**src/rtl/axis_arb_pkg.sv**
```systemverilog
// axis_arb_pkg: shared state type, port limit and round-robin helper for the packet arbiter
package axis_arb_pkg;
    typedef enum logic {IDLE, BUSY} arb_state_t;
    localparam int MAX_PORTS = 16;
    // Requests above N_PORTS are zero, so scanning modulo MAX_PORTS visits ports in the same order as modulo N_PORTS
    function automatic logic [3:0] rr_next(input logic [MAX_PORTS-1:0] req, input logic [3:0] last_grant);
        logic [3:0] idx;
        rr_next = last_grant;
        for (int k = MAX_PORTS; k >= 1; k--) begin
            idx = last_grant + 4'(k);
            if (req[idx]) rr_next = idx;
        end
    endfunction
endpackage

```
**src/rtl/axis_rr_select.sv**
```systemverilog
// axis_rr_select: combinational rotate-priority encoder starting just after last_grant
module axis_rr_select import axis_arb_pkg::*; #(
    parameter int N_PORTS = 4
) (
    input  logic [N_PORTS-1:0]         req,
    input  logic [$clog2(N_PORTS)-1:0] last_grant,
    output logic [$clog2(N_PORTS)-1:0] gnt_idx,
    output logic                       gnt_vld
);
    assign gnt_idx = $clog2(N_PORTS)'(rr_next(MAX_PORTS'(req), 4'(last_grant)));
    assign gnt_vld = |req;
endmodule

```
**src/rtl/axis_packet_arbiter.sv**
```systemverilog
// axis_packet_arbiter: packet-level round-robin arbiter sharing one AXI-Stream output among N_PORTS sources
module axis_packet_arbiter import axis_arb_pkg::*; #(
    parameter int N_PORTS = 4,
    parameter int bw_data = 32,
    parameter int bw_user = 8
) (
    input  logic                         Clk,
    input  logic                         Rst,
    input  logic [N_PORTS-1:0]           s_valid,
    output logic [N_PORTS-1:0]           s_ready,
    input  logic [N_PORTS*bw_data-1:0]   s_data,
    input  logic [N_PORTS-1:0]           s_last,
    input  logic [N_PORTS*bw_user-1:0]   s_user,
    output logic                         m_valid,
    input  logic                         m_ready,
    output logic [bw_data-1:0]           m_data,
    output logic                         m_last,
    output logic [bw_user-1:0]           m_user,
    output logic [$clog2(N_PORTS)-1:0]   grant_id,
    output logic                         busy
);
    localparam int IW = $clog2(N_PORTS);
    arb_state_t state, state_n;
    logic [IW-1:0] last_grant, sel_idx;
    logic sel_vld;
    logic [bw_data-1:0] data_a [N_PORTS];
    logic [bw_user-1:0] user_a [N_PORTS];
    for (genvar g = 0; g < N_PORTS; g++) begin : g_unpack
        assign data_a[g] = s_data[g*bw_data +: bw_data];
        assign user_a[g] = s_user[g*bw_user +: bw_user];
    end
    axis_rr_select #(.N_PORTS(N_PORTS)) u_sel (
        .req        (s_valid),
        .last_grant (last_grant),
        .gnt_idx    (sel_idx),
        .gnt_vld    (sel_vld)
    );
    always_ff @(posedge Clk) begin
        if (Rst) begin
            state      <= IDLE;
            grant_id   <= '0;
            last_grant <= IW'(N_PORTS - 1);
        end else begin
            state <= state_n;
            if (state == IDLE && sel_vld) begin
                grant_id   <= sel_idx;
                last_grant <= sel_idx;
            end
        end
    end
    always_comb begin
        m_valid = (state == BUSY) && s_valid[grant_id];
        s_ready = (state == BUSY) ? N_PORTS'(m_ready) << grant_id : '0;
        state_n = (state == IDLE) ? (sel_vld ? BUSY : IDLE)
                                  : ((m_valid && m_ready && m_last) ? IDLE : BUSY);
    end
    assign m_data = data_a[grant_id];
    assign m_user = user_a[grant_id];
    assign m_last = s_last[grant_id];
    assign busy   = state == BUSY;
endmodule

```
**config.mk**
```make
export PLATFORM = sky130hd
export DESIGN_NAME = axis_packet_arbiter
export DESIGN_NICKNAME = d
export VERILOG_FILES = /design/src/rtl/axis_arb_pkg.sv /design/src/rtl/axis_rr_select.sv /design/src/rtl/axis_packet_arbiter.sv
export SDC_FILE = /design/constraint.sdc
export NUM_CORES = 1
export LEC_CHECK = 0
export BUFFER_PORTS_ARGS = -buffer_cell sky130_fd_sc_hd__buf_4
export CORE_AREA = 5 5 83 85
export CTS_CLUSTER_SIZE = 10
export DETAILED_ROUTE_END_ITERATION = 12
export DIE_AREA = 0 0 88 90
export PLACE_DENSITY_LB_ADDON = 0.25
export SETUP_SLACK_MARGIN = 0.02
export SYNTH_ARGS = -nofsm -noshare
export SYNTH_HDL_FRONTEND = slang
export SYNTH_SLANG_ARGS = --single-unit
```
**constraint.sdc**
```tcl
create_clock -name Clk -period 3.3 [get_ports Clk]
set_input_delay 0.495 -clock Clk [delete_from_list [all_inputs] [get_ports Clk]]
set_output_delay 0.495 -clock Clk [all_outputs]
set_load 0.02 [all_outputs]
```
### Word level (Yosys, flattened, before mapping)

Index checks and enable logic that the tools add are counted.

* bits in registers: 5
* bits in read-only memories: 0
* input port bits: 171
* word-level logic and storage cells: 102
* output and inout port bits: 49
* bits in writable memories: 0
* bits in latches: 0
* memories kept: 0

* bitwise operators: 2
* muxes and demuxes: 59
* shifts and indexed selects: 1
* div/mod/pow operators: 0
* order comparisons: 17
* equal/unequal tests: 0
* $add $sub $neg: 15
* multiply operators: 0
* reduce and logical (&&, ||, !) cells: 5

Operator list (count)
* 32-bit binary-select mux with 2-bit select: 1
* 32-bit two-way mux: 2
* 1-bit binary-select mux with 4-bit select: 15
* 4-bit by 5-bit < comparator with 1-bit output (second input constant): 12
* 2-bit two-way mux: 15
* 1-bit two-way mux: 20
* 2-bit by 3-bit adder with 4-bit output (second input constant): 4
* 2-bit by 4-bit adder with 4-bit output (second input constant): 4
* 8-bit binary-select mux with 2-bit select: 1
* 8-bit two-way mux: 2
* 3-bit by 5-bit < comparator with 1-bit output (second input constant): 3
* 3-bit by 3-bit adder with 4-bit output (second input constant): 2
* 2-bit by 2-bit adder with 3-bit output (second input constant): 2
* 3-bit by 1-bit adder with 4-bit output (second input constant): 1
* 3-bit by 2-bit adder with 4-bit output (second input constant): 1
* 1-bit binary-select mux with 2-bit select: 2
* 1-bit logical AND: 4
* 4-bit two-way mux: 1
* 4-bit OR reduction: 1
* 1-bit by 2-bit << shifter with 4-bit output: 1
* 2-bit by 1-bit adder with 3-bit output (second input constant): 1
* 3-bit >= comparator (second input constant): 1
* 2-bit by 3-bit < comparator with 1-bit output (second input constant): 1
* 2-bit NOT with 3-bit output: 1
* 1-bit NOT: 1

### Logic depth before layout (Yosys ltp)

Gate-level depths: netlist of run 1.

* depth in word-level cells: 18
* mapped depth: 10
* depth with buffers taken out: 7

### Modules after synthesis

From an unflattened synthesis of run 1, not the netlist that was laid out.

* cell total of the unflattened synthesis: 114
* area total of the unflattened synthesis: 1495.2 um2

By module, submodules not included
* axis_packet_arbiter: times used 1, cells an instance 80, area each 1206.2 um2
* axis_rr_select: times used 1, cells an instance 34, area each 289.0 um2

### Worst setup path before layout of run 1

Ideal clock, no wire load.

* kind: reg2reg
* start point: register last_grant[0]
* end point: register last_grant[0]
* setup slack: 0.888 ns
* buffers on the path: 3
* arrival time: 2.285 ns
* library setup time: 0.127 ns
* stages on the path, launching flop included: 11
* cell sequence: dfxtp_1 buf_6 buf_2 inv_1 ha_1 buf_2 mux2_2 o2bb2ai_1 nor3_1 nor4_1 or3b_1

* longest elaborated chain between the ends: 18
* elaborated cells on any way between the ends: 60
* classes of those cells: add/sub (15); mux (45)

Ends and longest elaborated chain
* from (decl): RTL line axis_packet_arbiter.sv:24 `logic [IW-1:0] last_grant, sel_idx;`
* from (signal assigned): RTL line axis_packet_arbiter.sv:42 `last_grant <= IW'(N_PORTS - 1);`
* from (signal assigned): RTL line axis_packet_arbiter.sv:47 `last_grant <= sel_idx;`
* 3-bit by 1-bit adder with 4-bit output: RTL line axis_arb_pkg.sv:10 `idx = last_grant + 4'(k);`
* 1-bit binary-select mux with 4-bit select: RTL line axis_arb_pkg.sv:11 `if (req[idx]) rr_next = idx;`
* 1-bit two-way mux (implied by the code): RTL line axis_arb_pkg.sv:11
* 2-bit two-way mux (14 in series): RTL line axis_arb_pkg.sv:11
* 2-bit two-way mux (*): RTL line axis_arb_pkg.sv:11

Every way passes the cells marked *; elsewhere a longest branch is shown, timed or not. The select of a mux whose other input is x is not followed.
A chain may end at the register's enable or synchronous reset.

### Worst setup path in the final report of run 1

* start point: register grant_id[0]
* end point: output m_data[28]

* longest elaborated chain between the ends: 4

Ends and longest elaborated chain
* from (decl): RTL line axis_packet_arbiter.sv:19 `output logic [$clog2(N_PORTS)-1:0] grant_id,`
* from (signal assigned): RTL line axis_packet_arbiter.sv:46 `grant_id <= sel_idx;`
* 2-bit NOT with 3-bit output (implied by the code): RTL line axis_packet_arbiter.sv:57 `assign m_data = data_a[grant_id];`
* 32-bit binary-select mux with 2-bit select: RTL line axis_packet_arbiter.sv:57
* 32-bit two-way mux (implied by the code) (2 in series): RTL line axis_packet_arbiter.sv:57
* to (decl): RTL line axis_packet_arbiter.sv:16 `output logic [bw_data-1:0] m_data,`

Every way passes these cells. The select of a mux whose other input is x is not followed.

==> results.md, run 1 <==
- Setup violations remaining at the end of the flow were counted as 0.
- The share of total power dissipated in sequential elements is 0.086.
- The count of unique library cells instantiated by Yosys is 32.
- The share of synthesized area in the top cell type comes to 0.640.
- By area the synthesized netlist is led by mux4_2 (64%), dfxtp_1 (6.6%), mux2i_1 (3.3%).
- The sort of element at the end of the critical path is a primary output.
- The final hold violation count is 0.
- The classification of the worst-slack hold path is primary input to flip-flop.
- The post-synthesis cell area is 0.00151 mm2.
- The slew at the pin closest to its max-slew limit is 0.555 ns.
- The placed instance count is 406.
- The H-tree depth is 1.
- The total number of vias is 2088.
- The post-CTS setup buffer count is 0.
- The share of synthesized flip-flops with an asynchronous set or reset is 0.
- For this run, the number of Yosys warnings is 0.
- The pre-antenna-repair detailed-routing pass consisted of 4 iterations.
- In this run the deepest clock path goes through 2 buffers.
- Of the cells placed in the final design, the portion with a size suffix greater than 1 is 0.826.
- The die is 88 um wide.
- After layout, the design draws a total of 0.00202 W.
- The count of max-cap constraint violations is 0.
- The flow ran to the end, and the final reports show no timing, DRC or antenna violations.
- The average vias per placed instance is 5.09.
- The post-CTS clock slew at the launch and capture registers of the worst setup and hold paths is 0.04 ns.
- The average wire per standard cell is 20.6 um.
- The global placement routability congestion is 0.853.
- From bottom edge to top edge, the die measures 90 um.
- The ratio of final minimum period to clock period is 0.740.
- The critical path startpoint category is a flip-flop.
- The time the final worst path needs with I/O delays and setup is 2.44 ns.
- The number of standard cells in the final layout excluding fillers is 410.
- In the routed design, unresolved DRC markers number 0.
- The initial utilization of the core area, before any placement, comes to 0.247.
- In this run the static leakage power is 1.54 nW.
- In the final timing run, aggregate negative setup slack is 0 ns.
- Setup repair after global routing left no endpoint under its margin.
- Of all nets on the critical path, the largest fanout is 32.
- Across every metal layer, demand over resource in global routing totals 0.199.
- The floorplan step defined a die boundary enclosing 0.00792 mm2.
- Synthesis produced 120 cells.
- The number of placement rows is 29.
- The average instance in the mapped netlist occupies 12.6 um2.
- The fraction of power consumed by the clock network is 0.056.
- The number of diodes added for antenna fixing is 0.
- Sorting the synthesized cells by how often they occur yields mux4_2 (43), nor2_1 (7), buf_2 (6), nand2_1 (6).
- The most frequently used flop master after synthesis is dfxtp_1.
- The critical path data required time is 2.80 ns.
- Setup slack on the critical path of the routed design comes to 0.858 ns.
- The count of antenna-violating nets left after detailed routing is 0.
- The most numerous cell in the Yosys netlist is mux4_2.
- The category of the critical setup timing path is flip-flop to primary output.
- The library cell occupying the most area in the post-synthesis netlist is mux4_2.
- Counting flops with a built-in enable in the synthesized netlist gives 0.
- The total net switching power is 0.000926 W.
- The worst clock skew is 0.00293 ns.
- The number of nets in the synthesized netlist is 293.
- The pin count of the biggest net entering global routing is 33.
- The internal power is 0.00110 W.
- Of the synthesized area, sequential elements account for 0.0661.
- The headroom to the max-slew limit is 0.630.
- For this run, the top clock speed supported by timing is 410 MHz.
- The tree built by TritonCTS fans out to 5 sinks.
- The clock tree from TritonCTS is done.
- Summed over all layers, the global routing overflow is 0.
- The worst-case IR drop observed on VDD is 352 uV.
- The count of filler cells inserted in the layout is 568.
- The first global-routing pass estimated 12300 um of wire.
- The total of flip-flops plus latches after synthesis is 5.
- From synthesis to final layout, the design area changed by 116%.
- The via count of the first global-routing pass is 2200.
- The final layout contains routed wiring with a total length of 8460 um.
- The core region is 0.00613 mm2.
- Data arrives at the worst endpoint at 1.95 ns.
- The clock tree root buffer cell is clkbuf_8.
- The max-slew violation count is 0.
- Once the clock tree was built, the resizer swapped 0 gates to a different size.
- The count of input and output buffers is 219.
- The number of CTS-inserted buffers is 3.
- In this run the power density over the cells is 618 mW/mm2.
- The first-iteration detailed-routing DRC count is 85.
- For this design, the CTS-stage hold fixing added 0 buffers.
- Of the total power, combinational logic draws 0.858.
- The setup slack after placement is 0.901 ns.
- The final HPWL from detailed placement is 7560 um.
- The number of antenna violations at the first check in global routing came to 0.
- The I/O pin count is 220.
- The source-to-sink clock delay at the later pin of the worst-skew pair is 0.22 ns.
- At the end of the flow, the number of nets in the layout was 507.
- The switching part of the total power is 0.458.
final cells by class:
| cell class | instances | area (um2) | share of cell area |
|---|---|---|---|
| timing repair buffer | 222 | 1680 | 0.513 |
| multi-input combinational | 99 | 1340 | 0.409 |
| sequential | 5 | 103 | 0.0313 |
| tap | 77 | 96.3 | 0.0294 |
| clock buffer | 4 | 45.0 | 0.0138 |
| inverter | 3 | 11.3 | 0.00344 |
routing by layer:
layer  share of wire  wire (um)  vias to the layer above  GRT usage
met5               0          0                        -          0
met4           0.015        125                        0     0.0358
met3           0.093        790                       10     0.0494
met2            0.54       4560                      102      0.371
met1            0.35       2990                     1022      0.227
li1                -          -                      954          -
placed cells by master (no fill, tap or decap):
master	n
buf_4	221
nand4_1	1
o221ai_1	1
a21oi_1	4
clkbuf_8	3
a31oi_1	1
or2_2	3
buf_12	1
or3b_1	1
inv_1	3
ha_1	2
a221oi_2	1
nor3_1	3
dfxtp_1	3
nor2_1	7
nor4_1	2
nor2b_1	1
mux2i_1	5
o21ai_0	1
o2bb2ai_1	1
or3_1	2
dfxtp_2	2
o22ai_1	1
o31ai_1	1
nand3_1	3
mux2_2	1
nand3b_1	4
a311oi_1	1
and2_1	1
a32oi_1	2
clkbuf_1	1
mux4_2	43
nand2_1	6
sequential cells by signal (all words and copies together) (netlist names):
register and flops:
busy 1, grant_id 2, last_grant 2
worst paths after layout:
check,startpoint,endpoint,slack [ns],cells past startpoint
worst max-delay path,grant_id[0],m_data[28],0.86,3
worst max register to register,last_grant[1],last_grant[0],0.90,7
worst min-delay path,Rst,grant_id[1],0.46,2
worst min register to register,busy,busy,0.61,2
kinds of logic after synthesis:
kind of cell               synth area share
adders and majority gates            0.0165
buffers and inverters                0.0496
muxes                                 0.680
DFF                                  0.0661
and+or+nand+nor                       0.119
AOI/OAI and AO/OA                    0.0686
per-stage QoR:
stage                util  area (um2)  hold slack [ns]
floorplan               -        1510            0.556
global placement    0.526        3230            0.592
detailed placement  0.526        3230            0.612
CTS                 0.534        3270            0.462
global route        0.534        3270            0.470
finish              0.534        3270            0.464
power groups by stage:
| stage | registers, W | logic (W) | clock network [W] |
|---|---|---|---|
| after floorplan | 0.000113 | 0.00116 | 0 |
| after global placement | 0.000179 | 0.00173 | 0 |
| after detailed placement | 0.000181 | 0.00175 | 0 |
| after CTS | 0.000180 | 0.00175 | 0.000116 |
| after global routing | 0.000187 | 0.00184 | 0.000119 |
| final | 0.000173 | 0.00174 | 0.000113 |
critical path: stages (launching register included):
cell and delay (ns):
dfxtp_2 0.67, buf_12 0.32, mux4_2 0.55, buf_4 0.17
Power figures use the tool's default switching activity.
==> run 2, diff against run 1 <==
Clock period 3.3 ns to 2.4 ns, I/O delays scaled along.
==> run 2 against run 1 <==
Count of clock-buffer cells in the layout did not move. Critical path depth rose by 4. Non-clock buffer count rose by 3. Final cell count rose by 0.73%. Sequential share of layout area barely moved. Largest power group unchanged. Largest cell class unchanged. Flip-flop and latch count did not move. Setup slack got worse by 0.68 ns. Hold slack got worse by 0.13 ns. Highest routed layer unchanged. Combinational power rose by 45%. Sequential power fell by 17%.
==> results.md, run 2 (synthesis gave the netlist of run 1 again) <==
- Buffers placed on the I/O ports in this run total 219.
- The category of the critical setup timing path is flip-flop to flip-flop.
- Among cell families on the critical path, the largest total delay comes from simple AND/OR/NAND/NOR gates.
- The post-CTS clock slew at the launch and capture registers of the worst setup and hold paths is 0.04 ns.
- After clock tree synthesis, the setup repair step added 0 buffers.
- Headroom to the max-slew limit came out at 0.730.
- The average wire per standard cell is 21.0 um.
- The instance area after placement is 0.00326 mm2.
- The library cell contributing the largest single delay on the critical path is ha_1.
- After global routing the overflow that remains totals 0.
- The setup slack after placement is 0.226 ns.
- The proportion of power drawn by combinational gates is 0.895.
- For this design the ratio of total power to cell area is 855 mW/mm2.
- Of the total power, the clock network draws 0.054.
- The number of setup violations in the final report is 0.
- Wires add up to 8680 um.
- After floorplanning, the core was divided into 29 placement rows.
- Measured along the x axis, the die boundary spans 88 um.
- The max-slew violation count is 0.
- The library cell used most frequently in the layout, excluding fill and tap cells, is buf_4.
- The count of antenna-violating nets left after detailed routing is 0.
- For the finished layout, the period the worst path requires is 2.22 ns.
- The longest clock path from root to sink contains 2 buffers.
- The number of buffers inserted for hold repair after clock tree synthesis is 0.
- The first-pass iteration count of the detailed router is 4.
- The switching part of the total power is 0.458.
- The total DRC errors in the routed layout is 0.
- The I/O pin count is 220.
- The number of CTS-inserted buffers is 3.
- In the final timing run, aggregate negative setup slack is 0 ns.
- The worst clock skew is 0.0000916 ns.
- In the layout the commonest cells are buf_4 (224), mux4_2 (43), nor2_1 (7), nand2_1 (6), mux2i_1 (5).
- The average vias per placed instance is 5.05.
- The routed layout has 2086 vias.
- The core region is 0.00613 mm2.
- The min-delay analysis places its worst path in the category primary input to flip-flop.
- IR analysis of the VDD net gives a maximum drop of 439 uV.
- Of the cells placed in the final design, the portion with a size suffix greater than 1 is 0.830.
- The upper clock frequency limit is 449 MHz.
- The first global-routing pass estimated 12600 um of wire.
- The first-iteration detailed-routing DRC count is 118.
- The number of nets in the final layout is 510.
- The fraction of power consumed by sequential logic is 0.051.
- The count of max-cap constraint violations is 0.
- The buffer and inverter count on the worst path is 1.
- In this run the vertical extent of the chip is 90 um.
- Once detailed placement completed, the half-perimeter wirelength came to 7620 um.
- Of the available clock period, the critical path in the final layout requires 0.927.
- The via count of the first global-routing pass is 2171.
- The top fanout value on the critical path is 9.
- The overall power consumption is 0.00282 W.
- The data arrival time at the worst-slack endpoint is 2.31 ns.
- The internal power is 0.00153 W.
- The slew at the pin closest to its max-slew limit is 0.405 ns.
- The final hold violation count is 0.
- The number of diodes added for antenna fixing is 0.
- The leakage power is 1.55 nW.
- The number of sinks on the clock net is 5.
- In the global route stage, overall resource usage came out at 0.204.
- Once layout is done, the placed cells without fillers occupy 0.00330 mm2.
- The floorplan step defined a die boundary enclosing 0.00792 mm2.
- For the worst flop-to-flop path, the logic depth is 7.
- Counting instances, the worst hold path has a depth of 2.
- The layout has 581 filler cells.
- TritonCTS built the clock tree.
- STA classifies the critical path endpoint as a flip-flop.
- The later pin in the worst-skew pair is clocked with a latency of 0.21 ns.
- The critical path goes through inv_1 > ha_1 > mux2_2 > o2bb2ai_1 > nor3_2 > nor4_1 > or3b_1.
- The starting utilization of the core area is 0.247.
- The number of antenna violations at the first check in global routing is 0.
- The critical path crosses 7 cells after its start point.
- The critical path startpoint category is a flip-flop.
- On the worst path, the slowest cell contributes a delay of 0.46 ns.
- Compared with the post-synthesis result, the final layout area differs by 118%.
- The smallest setup slack after layout is 0.175 ns.
- In this run, post-CTS repair resized a total of 0 instances.
- The global placement routability congestion is 0.918.
- The flow ran to the end, and the final reports show no timing, DRC or antenna violations.
- CTS built an H-tree with a depth of 1.
- The pin count of the biggest net entering global routing is 27.
- The clock tree root buffer cell is clkbuf_8.
- Setup repair after global routing left no endpoint under its margin.
- The analysis attributes to net switching a power of 0.00129 W.
- Data on the critical path is required at its endpoint by 2.49 ns.
## run 2: cell types whose count changed in the layout (fill, tap and decap cells not counted)
cell,previous run,this run
buf_4,221,224
nor3_1,3,2
nor3_2,0,1
## run 2: layout make-up
| class | count | area (um2) | area share |
|---|---|---|---|
| multi-input combinational | 99 | 1340 | 0.407 |
| clock buffer | 4 | 45.0 | 0.0136 |
| timing repair buffer | 225 | 1700 | 0.516 |
| inverter | 3 | 11.3 | 0.00341 |
| tap | 77 | 96.3 | 0.0292 |
| sequential | 5 | 103 | 0.0311 |
## run 2: power groups by stage
| stage | Clock, W | Combinational [W] | Sequential, W |
|---|---|---|---|
| 3_5_place_dp | 0 | 0.00255 | 0.000144 |
| 3_3_place_gp | 0 | 0.00251 | 0.000146 |
| 2_1_floorplan | 0 | 0.00161 | 0.000156 |
| 6_report | 0.000152 | 0.00253 | 0.000144 |
| 5_1_grt | 0.000160 | 0.00270 | 0.000148 |
| 4_1_cts | 0.000155 | 0.00255 | 0.000144 |
## run 2: final timing paths
path	start	to	slack, ns
max	last_grant[1]	last_grant[0]	0.18
min	Rst	grant_id[1]	0.34
max reg2reg	last_grant[1]	last_grant[0]	0.18
min reg2reg	busy	busy	0.61
## run 2: metal layers
metal	GRT usage	vias to the layer above	routed length, um
li1	-	959	-
met3	0.0439	10	841
met5	0	-	0
met4	0.0345	0	131
met2	0.376	105	4750
met1	0.239	1012	2970
## run 2: worst reg2reg max path: stages, from the launching register on
cell,delay [ns]
dfxtp_1,0.31
inv_1,0.08
ha_1,0.46
mux2_2,0.40
o2bb2ai_1,0.16
nor3_2,0.25
nor4_1,0.07
or3b_1,0.37
## run 2: per-stage QoR
stage	hold slack (ns)	std cells	utilization
floorplan	0.429	120	-
global placement	0.556	409	0.531
detailed placement	0.556	409	0.531
CTS	0.331	413	0.538
global route	0.340	413	0.538
finish	0.336	413	0.538
==> run 3, diff against run 2 <==
Settings changed: PLACE_DENSITY set to 0.78, PLACE_DENSITY_LB_ADDON 0.25 to unset.
==> run 3 against run 2 <==
Clock skew rose by 0.0013 ns. Count of clock-buffer cells in the layout stayed put. Die area is the same. Total power rose by 2.2%. Flip-flop and latch count unchanged. Sequential share of layout area barely moved. Critical path depth unchanged. Global-route usage is 2.2 points higher. Setup slack better by 0.051 ns. Clock power is essentially flat. Maximum frequency increased by 2.4%. Critical endpoint unchanged. Highest routed layer unchanged.
==> results.md, run 3 (synthesis gave the netlist of run 1 again) <==
- The run finished with clean final reports.
- Setup violations remaining at the end of the flow were counted as 0.
- The total DRC errors in the routed layout is 0.
- The first TritonRoute pass finished after 4 iterations.
- Including well taps, the total number of placed cells is 410.
- The floorplan step set the die width to 88 um.
- The number of buffers and inverters on the critical path is 1.
- The critical path runs through a total of 7 cells.
- The ratio of final minimum period to clock period is 0.906.
- The final HPWL from detailed placement is 8330 um.
- The library cell contributing the largest single delay on the critical path is ha_1.
- The number of nets in the final layout is 511.
- The number of antenna violations at the first check in global routing is 0.
- The number of buffers inserted for hold repair after clock tree synthesis is 0.
- The finished layout holds 414 standard cells, fillers aside.
- For this run, the share of the core covered by cells in the final layout is 0.544.
- In the routed layout, each cell is associated on average with a via count of 5.32.
- The congestion estimate from routability-driven global placement came to 0.851.
- Row generation in the floorplan step produced 29 rows.
- The signal on the critical path passes through inv_1 > ha_1 > mux2_2 > o2bb2ai_1 > nor3_2 > nor4_1 > or3b_1.
- The dominant delay contributor by cell family on the critical path is simple AND/OR/NAND/NOR gates.
- The clock tree root buffer cell is clkbuf_8.
- For this run, the total global-route usage over all layers was measured as 0.225.
- The maximum buffer depth of the clock tree is 2.
- The synthesis-to-layout area growth is 120%.
- The starting utilization of the core area is 0.247.
- For flop-to-flop paths, the worst setup slack is 0.23 ns.
- The instance area after placement is 0.00329 mm2.
- The source-to-sink clock delay at the later pin of the worst-skew pair is 0.22 ns.
- The tightest min-delay check is of the primary input to flip-flop type.
- Of all nets on the critical path, the largest fanout is 9.
- The average wire per standard cell is 22.5 um.
- The first-pass GRT wire length is 13700 um.
- The number of CTS-inserted buffers is 3.
- Clock skew on the completed layout was measured at 0.00141 ns.
- The I/O pin count is 220.
- The library cell used most frequently in the layout, excluding fill and tap cells, is buf_4.
- The count of max-cap constraint violations is 0.
- The areal power density over the cells is 865 mW/mm2.
- Setup repair after global routing left no endpoint under its margin.
- The total number of vias is 2204.
- The library cells used most frequently in the layout, excluding fill and tap cells, are buf_4 (223), mux4_2 (43), nor2_1 (7), nand2_1 (6), mux2i_1 (5).
- The worst setup path is captured at a flip-flop.
- The final hold violation count is 0.
- The smallest setup slack after layout is 0.226 ns.
- The post-CTS setup buffer count is 0.
- The number of sinks on the clock net is 5.
- The critical path startpoint category is a flip-flop.
- The global-route congestion overflow total is 0.
- The detail route stage leaves a number of antenna-violating nets equal to 0.
- The biggest cell delay along the critical path is 0.45 ns.
- The worst setup path is of the flip-flop to flip-flop kind.
- The count of input and output buffers is 219.
- Of the cells placed in the final design, the portion with a size suffix greater than 1 is 0.831.
- The time the final worst path needs with I/O delays and setup is 2.17 ns.
- The leakage power is 1.56 nW.
- The floorplan die area is 0.00792 mm2.
- The worst register-to-register path has a depth of 7.
- The max-slew violation count is 0.
- The floorplan step defined a core boundary enclosing 0.00613 mm2.
- The via count of the first global-routing pass is 2394.
- Adding up every negative setup slack in the final design gives 0 ns.
- Entering global routing, the biggest net connects 32 pins.
- The total detailed-routing wirelength is 9320 um.
- TritonCTS built the clock tree.
- The setup slack after placement is 0.245 ns.
- The number of gates resized after CTS is 0.
- For the pin with the worst max-slew slack, the measured transition is 0.399 ns.
- Summing all non-filler instances in the final layout gives an area of 0.00334 mm2.
- The data arrival time at the worst-slack endpoint is 2.27 ns.
- The H-tree depth is 1.
- In this run the vertical extent of the chip is 90 um.
- The number of diodes added for antenna fixing is 0.
- The worst pin sits at a relative slew slack of 0.734.
- The post-CTS clock slew at the launch and capture registers of the worst setup and hold paths is 0.04 ns.
- The upper clock frequency limit is 460 MHz.
- Across the VDD grid, the largest voltage drop is 434 uV.
- The first-iteration detailed-routing DRC count is 76.
- At the worst endpoint, the required time is 2.49 ns.
- The worst hold path was traced through 2 stages.
[run 3: cell types whose count changed in the layout (fill, tap and decap cells not counted), sizes merged]
cell	change
buf	+1
[run 3: area by class of cell]
cell class / count / area, um2
tap: 77 / 96.3
inverter: 3 / 11.3
clock buffer: 4 / 45.0
sequential: 5 / 105
fill: 545 / 2800
timing repair buffer: 226 / 1730
multi-input combinational: 99 / 1340
[run 3: power breakdown]
part / internal [W] / total, W / switching [W]
sequential: 0.000120 / 0.000209 / 0.0000885
combinational: 0.00134 / 0.00252 / 0.00118
clock: 0.000114 / 0.000154 / 0.0000403
[run 3: worst paths after layout]
check | endpoint | startpoint
max | last_grant[0] | last_grant[1]
min | grant_id[1] | Rst
max reg2reg | last_grant[0] | last_grant[1]
min reg2reg | busy | busy
[run 3: through the flow]
stage | total power, W | hold WS (ns)
after detailed placement | 0.00275 | 0.560
final | 0.00289 | 0.336
after CTS | 0.00291 | 0.336
after global routing | 0.00307 | 0.343
after global placement | 0.00269 | 0.554
after floorplan | 0.00176 | 0.429
[run 3: layer usage]
metal  part of all wire  track usage  vias up
li1                   -            -      963
met1               0.33        0.236     1070
met2               0.49        0.379      155
met3               0.15        0.119       16
met4              0.026       0.0780        0
met5                  0            0        -
